==> config.mk <==
export PLATFORM = sky130hd
export DESIGN_NAME = score_ctrl
export DESIGN_NICKNAME = d
export VERILOG_FILES = /design/src/rtl/flappy_pkg.sv /design/src/rtl/bcd_digit.sv /design/src/rtl/seg7.sv /design/src/rtl/score_ctrl.sv
export SDC_FILE = /design/constraint.sdc
export NUM_CORES = 1
export LEC_CHECK = 0
export CELL_PAD_IN_SITES_DETAIL_PLACEMENT = 1
export CELL_PAD_IN_SITES_GLOBAL_PLACEMENT = 1
export CORE_MARGIN = 4
export CORE_UTILIZATION = 37
export CTS_BUF_LIST = sky130_fd_sc_hd__clkbuf_8 sky130_fd_sc_hd__clkbuf_16
export DETAILED_ROUTE_END_ITERATION = 10
export PLACE_DENSITY = 0.82
export SLEW_MARGIN = 10
export SYNTH_ARGS = -nofsm -noshare
export SYNTH_HDL_FRONTEND = slang
export SYNTH_SLANG_ARGS = --single-unit
==> constraint.sdc <==
create_clock -name clk -period 2.7 [get_ports clk]
set_clock_uncertainty 0.1 [all_clocks]
set_input_delay 0.405 -clock clk [delete_from_list [all_inputs] [get_ports clk]]
set_output_delay 0.405 -clock clk [all_outputs]
set_load 0.01 [all_outputs]
==> src/rtl/flappy_pkg.sv <==
// Shared types and constants for the flappy game score controller.
package flappy_pkg;

  typedef enum logic [1:0] {
    IDLE = 2'd0,
    PLAY = 2'd1,
    OVER = 2'd2
  } game_state_t;

  localparam logic [6:0]  BLANK_SEG = 7'h7F;
  localparam logic [11:0] SCORE_MAX = 12'h999;

endpackage

==> src/rtl/bcd_digit.sv <==
// One decimal digit of the score counter; carry fires when an increment rolls 9 over.
module bcd_digit
  import flappy_pkg::*;
(
  input  logic       clk,
  input  logic       reset,
  input  logic       clr,
  input  logic       inc,
  output logic [3:0] digit,
  output logic       carry
);

  logic [3:0] digit_q;
  logic [3:0] digit_d;

  always_comb begin
    digit_d = digit_q;
    if (clr) begin
      digit_d = 4'd0;
    end else if (inc) begin
      digit_d = (digit_q == 4'd9) ? 4'd0 : digit_q + 4'd1;
    end
  end

  always_ff @(posedge clk) begin
    if (reset) begin
      digit_q <= 4'd0;
    end else begin
      digit_q <= digit_d;
    end
  end

  assign digit = digit_q;
  assign carry = inc & (digit_q == 4'd9);

endmodule

==> src/rtl/seg7.sv <==
// BCD to active-low 7-segment decoder, leds[0] = segment a ... leds[6] = segment g.
module seg7
  import flappy_pkg::*;
(
  input  logic [3:0] bcd,
  output logic [6:0] leds
);

  always_comb begin
    leds = BLANK_SEG;
    case (bcd)
      4'd0: leds = 7'h40;
      4'd1: leds = 7'h79;
      4'd2: leds = 7'h24;
      4'd3: leds = 7'h30;
      4'd4: leds = 7'h19;
      4'd5: leds = 7'h12;
      4'd6: leds = 7'h02;
      4'd7: leds = 7'h78;
      4'd8: leds = 7'h00;
      4'd9: leds = 7'h10;
      default: leds = BLANK_SEG;
    endcase
  end

endmodule

==> src/rtl/score_ctrl.sv <==
// Game state sequencer, saturating BCD score, high-score latch and flashing display.
//   state | meaning
//   IDLE  | after reset, score held at 000, waiting for start
//   PLAY  | game running, pass edges add a point, crash ends the game
//   OVER  | score frozen, display flashes, start begins a new game
module score_ctrl
  import flappy_pkg::*;
#(
  parameter int FLASH_DIV = 25_000_000
) (
  input  logic        clk,
  input  logic        reset,
  input  logic        start,
  input  logic        pass,
  input  logic        crash,
  input  logic        show_hi,
  output logic [1:0]  state,
  output logic [11:0] score,
  output logic [11:0] hiscore,
  output logic        new_hi,
  output logic [6:0]  HEX0,
  output logic [6:0]  HEX1,
  output logic [6:0]  HEX2
);

  localparam int CW = (FLASH_DIV > 2) ? $clog2(FLASH_DIV) : 1;
  localparam logic [CW-1:0] FLASH_LAST = CW'(FLASH_DIV - 1);
  localparam logic [CW-1:0] FLASH_HALF = CW'(FLASH_DIV / 2);

  game_state_t   state_q, state_d;
  logic          start_q, pass_q;
  logic [11:0]   hiscore_q, hiscore_d;
  logic          new_hi_q, new_hi_d;
  logic [CW-1:0] flash_q, flash_d;

  logic          start_edge, pass_edge;
  logic          clr, inc_ones;
  logic          carry0, carry1, carry_unused;
  logic [3:0]    dig0, dig1, dig2;
  logic [11:0]   disp;
  logic          blank;
  logic [6:0]    seg0, seg1, seg2;

  assign start_edge = start & ~start_q;
  assign pass_edge  = pass & ~pass_q;

  always_comb begin
    state_d   = state_q;
    hiscore_d = hiscore_q;
    new_hi_d  = new_hi_q;
    clr       = 1'b0;
    inc_ones  = 1'b0;
    case (state_q)
      IDLE: begin
        clr      = 1'b1;
        new_hi_d = 1'b0;
        if (start_edge) state_d = PLAY;
      end
      PLAY: begin
        // Crash takes precedence over a coincident pass edge.
        if (crash) begin
          state_d = OVER;
          if (score > hiscore_q) begin
            hiscore_d = score;
            new_hi_d  = 1'b1;
          end
        end else if (pass_edge && (score != SCORE_MAX)) begin
          inc_ones = 1'b1;
        end
      end
      OVER: begin
        if (start_edge) begin
          state_d  = PLAY;
          clr      = 1'b1;
          new_hi_d = 1'b0;
        end
      end
      default: begin
        state_d  = IDLE;
        clr      = 1'b1;
        new_hi_d = 1'b0;
      end
    endcase
  end

  always_comb begin
    flash_d = '0;
    if ((state_q == OVER) && (state_d == OVER)) begin
      flash_d = (flash_q == FLASH_LAST) ? '0 : flash_q + CW'(1);
    end
  end

  always_ff @(posedge clk) begin
    if (reset) begin
      state_q   <= IDLE;
      start_q   <= 1'b0;
      pass_q    <= 1'b0;
      hiscore_q <= 12'h000;
      new_hi_q  <= 1'b0;
      flash_q   <= '0;
    end else begin
      state_q   <= state_d;
      start_q   <= start;
      pass_q    <= pass;
      hiscore_q <= hiscore_d;
      new_hi_q  <= new_hi_d;
      flash_q   <= flash_d;
    end
  end

  bcd_digit u_ones (
    .clk(clk), .reset(reset), .clr(clr), .inc(inc_ones), .digit(dig0), .carry(carry0)
  );
  bcd_digit u_tens (
    .clk(clk), .reset(reset), .clr(clr), .inc(carry0), .digit(dig1), .carry(carry1)
  );
  bcd_digit u_hund (
    .clk(clk), .reset(reset), .clr(clr), .inc(carry1), .digit(dig2), .carry(carry_unused)
  );

  assign score = {dig2, dig1, dig0};

  assign disp  = (show_hi && (state_q != PLAY)) ? hiscore_q : score;
  assign blank = (state_q == OVER) && (flash_q >= FLASH_HALF);

  seg7 u_seg0 (.bcd(disp[3:0]),  .leds(seg0));
  seg7 u_seg1 (.bcd(disp[7:4]),  .leds(seg1));
  seg7 u_seg2 (.bcd(disp[11:8]), .leds(seg2));

  assign HEX0    = blank ? BLANK_SEG : seg0;
  assign HEX1    = blank ? BLANK_SEG : seg1;
  assign HEX2    = blank ? BLANK_SEG : seg2;
  assign state   = state_q;
  assign hiscore = hiscore_q;
  assign new_hi  = new_hi_q;

endmodule

==> flow_summary.ini <==
[status]
status = finished with violations
violations = negative setup slack

[power_and_ir_drop]
p_int_uw = 1140
power.leakage_uw = 0.00210
p_per_area_nw_per_um2 = 290
switchingPower_uw = 341
pwr-share-seq = 0.541
clkPwrFrac = 0.402
swShare = 0.230
combinationalPowerShare = 0.057
power_uw = 1480
ir_drop_mv = 0.192

[logic_synthesis]
async_flop_share = 0
syn_area_per_cell_um2 = 7.87
synth_area_leaders = dfxtp_1, ha_1, nor2_1
synth_edf_count = 0
yosysWarnings = 0
synth_area_um2 = 3650
yosysMostFrequentCell = dfxtp_1
syn_inst = 464
yosys.area.top_type = dfxtp_1
syn_nets = 499
yosysSeqAreaShare = 0.296
ys_ff_latch = 54
synth.distinct_cells = 52
netlist_top_cells_count = dfxtp_1, nor2_1, nand2_1
synthFlopType = dfxtp_1
synth_top_cell_area_share = 0.296

[clocking]
ctsHoldBuffers = 0
htreeDepth = 2
cts_max_path_buffers = 2
clock_sinks = 54
cts_root_buffer = clkbuf_8
cts_buffers = 5
cts_tree = built
clk_pin_slew_ns = 0.10
clk_latency_ns = 0.32

[global_routing]
grt_pass1_vias = 4276
grt_usage = 0.234
antenna_found_initial = 0
grt_max_degree = 26
grt_pass1_wl_um = 21400
overflow = 0

[placed_design]
place_congestion = 0.868
place_hpwl_um = 9970
io_buffers = 53

[drt]
wl_per_cell_um = 17.6
drt_first_iter_violations = 192
wl_um = 13000
dr.pass1.iters = 4
viasPerCell = 5.42
drc_errors = 0
vias = 4007
final_antenna_net_count = 0

[sta]
post-route-period-util = 1.20
tightest_slew_ns = 0.515
finalSetupViolCount = 21
maxSlewViolCount = 0
rsz0062_at_grt = true
fin_crit_ns = 3.25
fmaxAchievable_ghz = 0.308
slew_headroom = 0.653
hold_viol = 0
setup_ws_ns = -0.550

[final_layout]
final_layout_size_suffix_gt1_frac = 0.252
antenna_cells = 0
final_util = 0.542
nets = 644
multiInputGateArea_um2 = 2450
fill_cells = 1186
syn_to_final_growth_pct = 39.9
register_area_um2 = 1080

[die]
ios = 54
core_area_um2 = 9420
die_area_um2 = 11500
initial_utilization = 0.388
rows = 35
dieWidth_um = 107
die_y_um = 107

[worst_hold_path]
hold_path_class = register to register

[critical_path]
path_class = register to output port
arrival_ns = 2.74
end_kind = output port
startpoint_type = register
r2r_slack_ns = 0.23
cp.required_ns = 2.19
crit_path_max_fanout = 5

[job]
drv_cap = 0
==> path summary, 6_finish.rpt <==
check | startpoint | endpoint | depth (start not counted)
max | flash_q[0] | HEX0[4] | 10
min | new_hi | new_hi | 1
max reg2reg | flash_q[7] | flash_q[18] | 7
min reg2reg | new_hi | new_hi | 1
==> area by class of cell <==
class / instances / share of cell area
Multi-Input combinational cell: 367 / 0.481
Timing Repair Buffer: 149 / 0.228
Sequential cell: 54 / 0.212
Tap cell: 129 / 0.0316
Inverter: 32 / 0.0235
Clock buffer: 6 / 0.0162
Clock inverter: 2 / 0.00759
==> what timing repair did <==
action,CTS,global route
resized for setup,104,6
setup buffers,3,0
setup endpoints to repair,21,26
pin swaps,3,3
gates cloned,1,1
==> cells in the final DEF (no fill, tap or decap), drive strengths merged, types with 16 or more instances in the layout <==
cell type / synthesis / layout
buf: 4 / 117
dfxtp: 54 / 54
nor2: 51 / 51
nand2: 41 / 41
o21ai: 37 / 37
inv: 32 / 33
clkdlybuf4s50: 0 / 32
ha: 29 / 29
nand3: 26 / 26
a21oi: 23 / 23
xnor2: 16 / 16
==> sequential cells by signal, summed over array words and instances, names as in the netlist <==
register,cells
u_ones.digit,4
u_tens.digit,4
hiscore,12
flash_q,25
start_q,1
state,2
pass_q,1
new_hi,1
u_hund.digit,4
==> critical path, cell delays in order, from the launching register on <==
cell and delay [ns]:
dfxtp_2 0.34, inv_2 0.05, ha_2 0.15, or4b_4 0.46
or4_4 0.44, a2111oi_4 0.31, buf_6 0.16, buf_6 0.12
o31ai_4 0.08, o21ai_1 0.15, buf_2 0.17
==> per-layer routing <==
layer | track usage | vias up | routed length, um
met5 | 0 | - | 0
met4 | 0.0703 | 0 | 339
met3 | 0.0288 | 28 | 405
met2 | 0.467 | 91 | 7110
met1 | 0.253 | 1961 | 5180
li1 | - | 1927 | -
==> through the flow <==
step	hold slack (ns)	setup WS, ns	area (um^2)	instances	setup TNS (ns)
global route	0.408	-0.664	5110	739	-12.93
finish	0.390	-0.550	5110	739	-10.49
floorplan	0.353	0.0341	3660	464	0
CTS	0.397	-0.621	5090	738	-11.73
global placement	0.360	-0.629	5000	726	-11.60
detailed placement	0.372	-0.776	5000	726	-13.68
==> cells by family after synthesis <==
logic type / count (synthesis) / synth area share
buffers and inverters: 45 / 0.0494
multiplexers: 15 / 0.0411
AO/OA/AOI/OAI: 98 / 0.176
AND/OR/NAND/NOR: 193 / 0.266
adder cells (fa/ha/maj): 29 / 0.0994
XOR/XNOR: 30 / 0.0720
flip-flops: 54 / 0.296
==> power by group through the flow <==
stage / registers (uW) / clock network [uW] / logic, uW
2_1_floorplan: 821 / 0 / 34.7
3_3_place_gp: 819 / 0 / 77.1
3_5_place_dp: 820 / 0 / 80.9
4_1_cts: 802 / 607 / 83.8
5_1_grt: 802 / 645 / 91.3
6_report: 802 / 595 / 84.2
Note: power is estimated with default switching activity, not from simulation.
